### src/rtl/stack_pkg.sv
// Shared constants and enumerations for the operand stack.
package stack_pkg;

   localparam int unsigned DEF_DATA_LEN = 8;
   localparam int unsigned DEF_DEPTH    = 16;

   // Encoding matches the {push, pop} strobe pair.
   typedef enum logic [1:0] {
      OP_IDLE = 2'b00,
      OP_POP  = 2'b01,
      OP_PUSH = 2'b10,
      OP_REPL = 2'b11
   } stack_op_t;

   typedef enum logic [1:0] {
      ST_EMPTY   = 2'b00,
      ST_PARTIAL = 2'b01,
      ST_FULL    = 2'b10
   } occ_t;

endpackage

### src/rtl/operand_stack_if.sv
// Strobe/data/status bundle between the arithmetic unit side and the operand stack.
interface operand_stack_if #(
   parameter int unsigned DATA_LEN = stack_pkg::DEF_DATA_LEN,
   parameter int unsigned DEPTH    = stack_pkg::DEF_DEPTH,
   parameter int unsigned CNT_W    = $clog2(DEPTH + 1)
);
   logic                push;
   logic                pop;
   logic [DATA_LEN-1:0] data_in;
   logic [DATA_LEN-1:0] data_out;
   logic [CNT_W-1:0]    count;
   logic                empty;
   logic                full;
   logic                overflow;
   logic                underflow;

   modport master (
      output push, pop, data_in,
      input  data_out, count, empty, full, overflow, underflow
   );

   modport slave (
      input  push, pop, data_in,
      output data_out, count, empty, full, overflow, underflow
   );
endinterface

### src/rtl/stack_ram.sv
// DEPTH x DATA_LEN register file: one synchronous write port, one asynchronous read port.
module stack_ram #(
   parameter int unsigned DATA_LEN = stack_pkg::DEF_DATA_LEN,
   parameter int unsigned DEPTH    = stack_pkg::DEF_DEPTH,
   parameter int unsigned AW       = $clog2(DEPTH)
) (
   input  logic                clk,
   input  logic                we,
   input  logic [AW-1:0]       waddr,
   input  logic [DATA_LEN-1:0] wdata,
   input  logic [AW-1:0]       raddr,
   output logic [DATA_LEN-1:0] rdata
);
   logic [DATA_LEN-1:0] mem [DEPTH];

   always_ff @(posedge clk) begin
      if (we) mem[waddr] <= wdata;
   end

   assign rdata = mem[raddr];
endmodule

### src/rtl/operand_stack.sv
// LIFO of operands with registered show-ahead top of stack, occupancy and sticky error flags.
module operand_stack
   import stack_pkg::*;
#(
   parameter int unsigned DATA_LEN = DEF_DATA_LEN,
   parameter int unsigned DEPTH    = DEF_DEPTH,
   parameter int unsigned CNT_W    = $clog2(DEPTH + 1)
) (
   input logic              clk,
   input logic              rstn,
   operand_stack_if.slave   bus
);
   localparam int unsigned AW = $clog2(DEPTH);

   logic                push_s, pop_s;
   stack_op_t           op;
   logic [CNT_W-1:0]    count_q, count_nxt;
   logic [DATA_LEN-1:0] dout_q, dout_nxt;
   logic                ovf_q, ovf_nxt;
   logic                unf_q, unf_nxt;
   occ_t                occ_q, occ_nxt;
   logic                we;
   logic [AW-1:0]       waddr;
   logic [AW-1:0]       raddr;
   logic [DATA_LEN-1:0] rdata;

   // Floating (X/Z) strobes from an idle upstream unit count as inactive.
   assign push_s = (bus.push === 1'b1);
   assign pop_s  = (bus.pop === 1'b1);
   assign op     = stack_op_t'({push_s, pop_s});

   // Entry that becomes the new top after a pop.
   assign raddr = AW'(count_q - CNT_W'(2));

   stack_ram #(
      .DATA_LEN (DATA_LEN),
      .DEPTH    (DEPTH),
      .AW       (AW)
   ) u_ram (
      .clk   (clk),
      .we    (we),
      .waddr (waddr),
      .wdata (bus.data_in),
      .raddr (raddr),
      .rdata (rdata)
   );

   always_comb begin
      count_nxt = count_q;
      dout_nxt  = dout_q;
      ovf_nxt   = ovf_q;
      unf_nxt   = unf_q;
      we        = 1'b0;
      waddr     = AW'(count_q);
      case (op)
         OP_PUSH: begin
            if (occ_q == ST_FULL) begin
               ovf_nxt = 1'b1;
            end else begin
               we        = 1'b1;
               count_nxt = count_q + CNT_W'(1);
               dout_nxt  = bus.data_in;
            end
         end
         OP_POP: begin
            if (occ_q == ST_EMPTY) begin
               unf_nxt = 1'b1;
            end else if (count_q == CNT_W'(1)) begin
               count_nxt = '0;
               dout_nxt  = '0;
            end else begin
               count_nxt = count_q - CNT_W'(1);
               dout_nxt  = rdata;
            end
         end
         OP_REPL: begin
            we       = 1'b1;
            dout_nxt = bus.data_in;
            if (occ_q == ST_EMPTY) begin
               count_nxt = CNT_W'(1);
               unf_nxt   = 1'b1;
            end else begin
               waddr = AW'(count_q - CNT_W'(1));
            end
         end
         default: ;
      endcase

      if (count_nxt == '0)                 occ_nxt = ST_EMPTY;
      else if (count_nxt == CNT_W'(DEPTH)) occ_nxt = ST_FULL;
      else                                 occ_nxt = ST_PARTIAL;
   end

   always_ff @(posedge clk) begin
      if (!rstn) begin
         count_q <= '0;
         dout_q  <= '0;
         ovf_q   <= 1'b0;
         unf_q   <= 1'b0;
         occ_q   <= ST_EMPTY;
      end else begin
         count_q <= count_nxt;
         dout_q  <= dout_nxt;
         ovf_q   <= ovf_nxt;
         unf_q   <= unf_nxt;
         occ_q   <= occ_nxt;
      end
   end

   assign bus.data_out  = dout_q;
   assign bus.count     = count_q;
   assign bus.empty     = (occ_q == ST_EMPTY);
   assign bus.full      = (occ_q == ST_FULL);
   assign bus.overflow  = ovf_q;
   assign bus.underflow = unf_q;
endmodule

### src/flat_wrapper.sv
// flat-port wrapper written by rule: the top's interface ports become plain ports
module operand_stack_flat import stack_pkg::*;
#(
   parameter int unsigned DATA_LEN = DEF_DATA_LEN,
   parameter int unsigned DEPTH    = DEF_DEPTH,
   parameter int unsigned CNT_W    = $clog2(DEPTH + 1)
)
  (clk, rstn, bus_push, bus_pop, bus_data_in, bus_data_out, bus_count, bus_empty, bus_full, bus_overflow, bus_underflow);
  operand_stack_if #(.DATA_LEN(DATA_LEN), .DEPTH(DEPTH), .CNT_W(CNT_W)) bus_i ();
  input logic clk;
  input logic rstn;
  input wire logic [$bits(bus_i.push)-1:0] bus_push;
  input wire logic [$bits(bus_i.pop)-1:0] bus_pop;
  input wire logic [$bits(bus_i.data_in)-1:0] bus_data_in;
  output wire logic [$bits(bus_i.data_out)-1:0] bus_data_out;
  output wire logic [$bits(bus_i.count)-1:0] bus_count;
  output wire logic [$bits(bus_i.empty)-1:0] bus_empty;
  output wire logic [$bits(bus_i.full)-1:0] bus_full;
  output wire logic [$bits(bus_i.overflow)-1:0] bus_overflow;
  output wire logic [$bits(bus_i.underflow)-1:0] bus_underflow;
  assign bus_i.push = bus_push;
  assign bus_i.pop = bus_pop;
  assign bus_i.data_in = bus_data_in;
  assign bus_data_out = bus_i.data_out;
  assign bus_count = bus_i.count;
  assign bus_empty = bus_i.empty;
  assign bus_full = bus_i.full;
  assign bus_overflow = bus_i.overflow;
  assign bus_underflow = bus_i.underflow;
  operand_stack #(.DATA_LEN(DATA_LEN), .DEPTH(DEPTH), .CNT_W(CNT_W)) u_core (.clk(clk), .rstn(rstn), .bus(bus_i));
endmodule
### config.mk
export PLATFORM = sky130hd
export DESIGN_NAME = operand_stack_flat
export DESIGN_NICKNAME = d
export VERILOG_FILES = /design/src/rtl/stack_pkg.sv /design/src/rtl/operand_stack_if.sv /design/src/rtl/stack_ram.sv /design/src/rtl/operand_stack.sv /design/src/flat_wrapper.sv
export SDC_FILE = /design/constraint.sdc
export NUM_CORES = 1
export LEC_CHECK = 0
export BUFFER_PORTS_ARGS = -buffer_cell sky130_fd_sc_hd__buf_2
export CORE_MARGIN = 2
export CORE_UTILIZATION = 55
export CTS_CLUSTER_DIAMETER = 40
export DETAILED_ROUTE_END_ITERATION = 8
export PLACE_DENSITY = 0.76
export SKIP_LAST_GASP = 1
export SLEW_MARGIN = 20
export SYNTH_ARGS = -nofsm -noshare
export SYNTH_HDL_FRONTEND = slang
export SYNTH_SLANG_ARGS = --single-unit
### constraint.sdc
create_clock -name clk -period 7.1 [get_ports clk]
set_input_delay 1.065 -clock clk [delete_from_list [all_inputs] [get_ports clk]]
set_output_delay 1.065 -clock clk [all_outputs]
set_load 0.02 [all_outputs]
==> flow_summary.toml, run 1 <==
[logic_synthesis]
seq_area_frac_synth = 0.674
synth_cell_types = 47
ys_warn_count = 0
synth_cells = 378
syn-num-nets = 397
synth-edff-count = 128
synth_area_leader_cell = "edfxtp_1"
ys_top_cells_by_area = "edfxtp_1, mux4_2, dfxtp_1"
synthArstFlopShare = 0
synth.top_cell.area_share = 0.619
avgSynthCellArea_sq_um = 16.4
synth_ff_type = "edfxtp_1"
synth-seq-cells = 145
synth_common_cells = "edfxtp_1, nor2_1, mux4_2, a21oi_1, dfxtp_1"
synth.most_common_cell = "edfxtp_1"
synth_area_sq_um = 6210

[detailed_routing]
firstDrtPassIters = 5
avgViaCountPerCell = 6.32
num_vias = 3535
final_antenna_net_count = 0
drt-initial-drc-count = 479
wire_per_inst_um = 24.1
drc = 0
totalWireLength_um = 13500

[finish]
fin_nets = 425
n_antenna_cell = 0
final_cells = 559
areaGrowthSynthToFinish_pct = 13.2
fin_util = 0.643
multi_input_area_sq_um = 1890
drive_gt1_frac = 0.270
fill_cells = 740
seq_area_sq_um = 4190
final_area_sq_um = 7030

[place]
post-dp-hpwl_um = 8580
placedInstanceArea_sq_um = 6430
dp.cells = 527
place_congestion = 0.933
port_buffers = 28

[floorplan]
die_x_um = 110
start_util = 0.568
die_h_um = 110
dieArea_sq_um = 12200
io_pins = 29
core_sq_um = 10900
rows = 38

[critical_path]
reg2reg_slack_ns = 3.98
r2r.worst_path.cells = 6
crit_type = "register to register"
path_max_fanout = 17
setup.worst_path.end_class = "register"
cp.required_ns = 7.15
r2r-end = "u_core.u_ram.mem[9][3]"
cp.arrival_ns = 3.17
r2r_start = "u_core.occ_q[0]"
start_kind = "register"

[timing]
setup_viol = 0
min_period_over_period = 0.440
worst_pin_slew_ns = 0.800
fin_setup_tns_ns = 0
drv_slew = 0
fmax_mhz = 320
whs_ns = 0.484
rsz0062_at_grt = "false"
fin_skew_ns = 0.00918
timing.slew.headroom = 0.465
fin_crit_ns = 3.12
hold_viol = 0

[clock_tree]
clock-root-buffer = "clkbuf_16"
post-cts-setup-buffers = 0
clock-sinks = 145
clkTransAtPathRegs_ns = 0.06
clk_latency_ns = 0.42
cts_tree = "yes"
cts_inserted_buffers = 17
cts_resized = 0
hold_buffers = 0
clock_path_buffers = 2
h-tree-depth = 4

[power_and_ir_drop]
swShare = 0.244
p_sw_mw = 0.505
seqPwrFrac = 0.468
internal-power_mw = 1.57
power_density_nw_per_um2 = 295
leakage_nw = 2.40
peakVddDrop_v = 0.000215
p_clk_frac = 0.419
pwr-share-comb = 0.113

[global_route]
met3_usage = 0.0576
grt_usage = 0.243
antenna_found_initial = 0
met2_usage = 0.369
overflow = 0
grt_max_degree = 42
gr-max-usage-layer = "met2"
use_met1 = 0.351
grt_pass1_wl_um = 20500
grt_pass1_vias = 3498

[outcome]
status = "complete, no violations"

[hold_path]
hold_end = "u_core.bus.underflow"
hp-start = "u_core.bus.underflow"
holdPathStages = 2
hp-class = "register to register"

[run]
max_cap_viol_count = 0
-- per-layer routing --
layer,vias to the layer above,wire length [um]
met3,19,1070
met1,1771,5860
met2,182,6330
met5,-,0
met4,0,214
li1,1563,-
-- placed cells by master, fill, tap and decap left out, types with 4 or more instances in the layout --
cell type     n
mux4_2       32
nor2_1       38
a21oi_1      19
dfxtp_1      16
clkbuf_16    17
nand2_1      11
o21ai_0      13
o31ai_1       4
buf_2        28
mux2i_1       9
edfxtp_1    128
ha_1          7
inv_6         4
o211ai_1     10
mux2_2        8
inv_1         7
a211o_1       8
clkinvlp_4    4
-- cells by family (layout without fill, tap and decap cells) --
| logic type | after synthesis | in the layout | share of synthesized area |
|---|---|---|---|
| fa+ha+maj | 7 | 7 | 0.0141 |
| flops | 145 | 145 | 0.674 |
| compound gates | 66 | 66 | 0.0714 |
| simple gates | 75 | 75 | 0.0643 |
| mux | 49 | 49 | 0.145 |
| buf+inv | 31 | 72 | 0.0228 |
| xor+xnor | 5 | 5 | 0.00827 |
-- power by group through the flow --
stage / registers (mW) / clock network, mW / logic, mW
2_1_floorplan: 0.991 / 0 / 0.158
3_3_place_gp: 0.986 / 0 / 0.227
3_5_place_dp: 0.987 / 0 / 0.232
4_1_cts: 0.970 / 0.876 / 0.233
5_1_grt: 0.972 / 0.916 / 0.252
6_report: 0.970 / 0.868 / 0.234
-- worst max path at each step --
stage	slack (ns)	end	start	depth (start not counted)
6_report	3.98	u_core.u_ram.mem[9][3]	u_core.occ_q[0]	6
5_1_grt	3.77	u_core.u_ram.mem[9][4]	u_core.bus.count[1]	8
4_1_cts	3.99	u_core.u_ram.mem[9][4]	u_core.bus.count[1]	8
3_5_place_dp	3.71	u_core.u_ram.mem[9][1]	bus_pop	6
3_3_place_gp	3.85	u_core.u_ram.mem[9][0]	bus_push	6
2_1_floorplan	4.14	u_core.u_ram.mem[10][0]	bus_push	7
-- area by class of cell --
type                    count  share of cell area
flip-flops and latches    145               0.596
multi-input cells         202               0.269
clock buffers              17              0.0605
well taps                 140              0.0249
clock inverters            15              0.0223
repair buffers             30              0.0221
inverters                  10             0.00534
-- critical path: stages (launching register included) --
cell      delay, ns
dfxtp_1        0.46
nand2b_1       0.61
inv_2          0.20
or3_1          0.35
a21oi_1        0.20
nand2_1        0.24
nor2_1         0.68
-- state kept, by name, indices dropped and copies added, names as in the netlist --
| register | count |
|---|---|
| u_core.bus.count | 5 |
| u_core.bus.data_out | 8 |
| u_core.bus.overflow | 1 |
| u_core.bus.underflow | 1 |
| u_core.occ_q | 2 |
| u_core.u_ram.mem | 128 |
-- metrics by stage --
stage	worst slack (ns)	power (mW)
2_1_floorplan	4.14	1.15
3_3_place_gp	3.85	1.21
3_5_place_dp	3.71	1.22
4_1_cts	3.99	2.08
5_1_grt	3.77	2.14
6_report	3.98	2.07
Note: power is estimated with default switching activity, not from simulation.
==> run 2: changes to the inputs <==
clock period = 3.1 ns   (was 7.1 ns; I/O delays follow)
==> run 2 against run 1 <==
  * Combinational power is 130% higher
  * Clock skew is 0.00093 ns lower
  * Maximum frequency is 19% higher
  * Largest power group unchanged
  * Worst setup slack worse by 3.5 ns
  * Via count is 2.1% higher
  * Critical endpoint is now u_core.u_ram.mem[9][0]
  * Critical path type unchanged
  * Hold slack worse by 0.15 ns
  * Sequential power is 130% higher
  * Critical path depth stayed put
  * Register-to-register slack worse by 3.5 ns
  * Global-route usage is 0.35 points lower
  * Clock-buffer cell count stayed put
  * Clock power is 130% higher
==> flow_summary.toml, run 2 (synthesis results as in run 1) <==
[outcome]
status = "complete, no violations"

[timing]
whs_ns = 0.338
fin_setup_tns_ns = 0
worst_pin_slew_ns = 0.788
setup_viol = 0
hold_viol = 0
fin_crit_ns = 2.62
rsz0062_at_grt = "false"
drv_slew = 0
fmax_mhz = 381
min_period_over_period = 0.846
timing.slew.headroom = 0.474
fin_skew_ns = 0.00825

[critical_path]
setup.worst_path.end_class = "register"
start_kind = "register"
cpMaxStageDelayCell = "nor2_1"
crit_buf_inv = 0
cpPeakStageDelay_ns = 0.57
crit_type = "register to register"
critical-path-top-delay-family = "simple AND/OR/NAND/NOR gates"
cp.arrival_ns = 2.67
cp_cell_sequence = "or2_1, ha_1, nand2b_1, a21oi_1, nand2_1, nor2_1"
cp.required_ns = 3.15
path_max_fanout = 8

[global_route]
grt_pass1_wl_um = 20500
grt_pass1_vias = 3549
grt_usage = 0.239
antenna_found_initial = 0
grt_max_degree = 37
overflow = 0

[finish]
areaGrowthSynthToFinish_pct = 14.7
n_antenna_cell = 0
layout_common_cells = "edfxtp_1, nor2_1, mux4_2, buf_2, a21oi_1"
fin_util = 0.651
multi_input_area_sq_um = 1880
regMostFlops = "u_core.u_ram.mem"
fill_cells = 777
drive_gt1_frac = 0.285
layout_commonest_cell = "edfxtp_1"
seq_area_sq_um = 4190
final_area_sq_um = 7120
largest_reg_flops = 128
fin_nets = 438

[clock_tree]
clock_path_buffers = 2
hold_buffers = 0
clock-root-buffer = "clkbuf_16"
cts_resized = 0
clk_latency_ns = 0.42
h-tree-depth = 4
clock-sinks = 145
clkTransAtPathRegs_ns = 0.06
cts_tree = "yes"
cts_inserted_buffers = 17
post-cts-setup-buffers = 0

[floorplan]
dieArea_sq_um = 12200
start_util = 0.568
rows = 38
core_sq_um = 10900
die_x_um = 110
io_pins = 29
die_h_um = 110

[hold_path]
hp-class = "primary input to register"

[power_and_ir_drop]
leakage_nw = 2.47
power_density_nw_per_um2 = 672
p_sw_mw = 1.12
seqPwrFrac = 0.464
pwr-share-comb = 0.114
internal-power_mw = 3.67
p_clk_frac = 0.422
swShare = 0.234
peakVddDrop_v = 0.000510

[detailed_routing]
drt-initial-drc-count = 509
totalWireLength_um = 13100
drc = 0
final_antenna_net_count = 0
wire_per_inst_um = 22.9
firstDrtPassIters = 5
avgViaCountPerCell = 6.31
num_vias = 3609

[place]
placedInstanceArea_sq_um = 6530
port_buffers = 28
post-dp-hpwl_um = 8380
place_congestion = 0.902

[run]
max_cap_viol_count = 0
[run 2: cell count changes in the layout (fill, tap and decap cells not counted), sizes merged]
cell / change
bufinv: +1
clkinvlp: -1
inv: -2
buf: +13
clkinv: +2
[run 2: metrics by stage]
stage | power, mW | cells | worst slack (ns)
final | 4.79 | 572 | 0.477
after global routing | 4.94 | 572 | 0.350
after CTS | 4.81 | 572 | 0.530
after detailed placement | 2.80 | 540 | 0.435
after global placement | 2.79 | 540 | 0.559
after floorplan | 2.63 | 378 | 0.583
[run 2: power by group through the flow]
stage	sequential [mW]	combinational, mW	clock, mW
after floorplan	2.27	0.362	0
after global placement	2.26	0.532	0
after detailed placement	2.26	0.540	0
after CTS	2.22	0.544	2.05
after global routing	2.22	0.589	2.13
final	2.22	0.546	2.02
[run 2: cell type report]
class | count | area share
Sequential cell | 145 | 0.588
Multi-Input combinational cell | 202 | 0.264
Clock buffer | 17 | 0.0597
Timing Repair Buffer | 43 | 0.0355
Tap cell | 140 | 0.0246
Clock inverter | 15 | 0.0230
Inverter | 10 | 0.00527
[run 2: routing by layer]
layer / up-vias / track usage / wire length (um)
li1: 1585 / - / -
met1: 1808 / 0.348 / 5740
met2: 190 / 0.355 / 6110
met3: 26 / 0.0564 / 974
met4: 0 / 0.0946 / 299
met5: - / 0 / 0
[run 2: final timing paths]
| path | to | start | slack [ns] | cells after the start |
|---|---|---|---|---|
| worst min-delay path | u_core.bus.count[4] | rstn | 0.34 | 3 |
| worst min register to register | u_core.bus.overflow | u_core.bus.overflow | 0.48 | 2 |
| worst max-delay path | u_core.u_ram.mem[9][0] | u_core.occ_q[1] | 0.48 | 6 |
| worst max register to register | u_core.u_ram.mem[9][0] | u_core.occ_q[1] | 0.48 | 6 |
[run 2: tightest hold or removal path: stages]
cell     delay, ns
buf_2         0.09
o31ai_1       0.10
inv_1         0.06
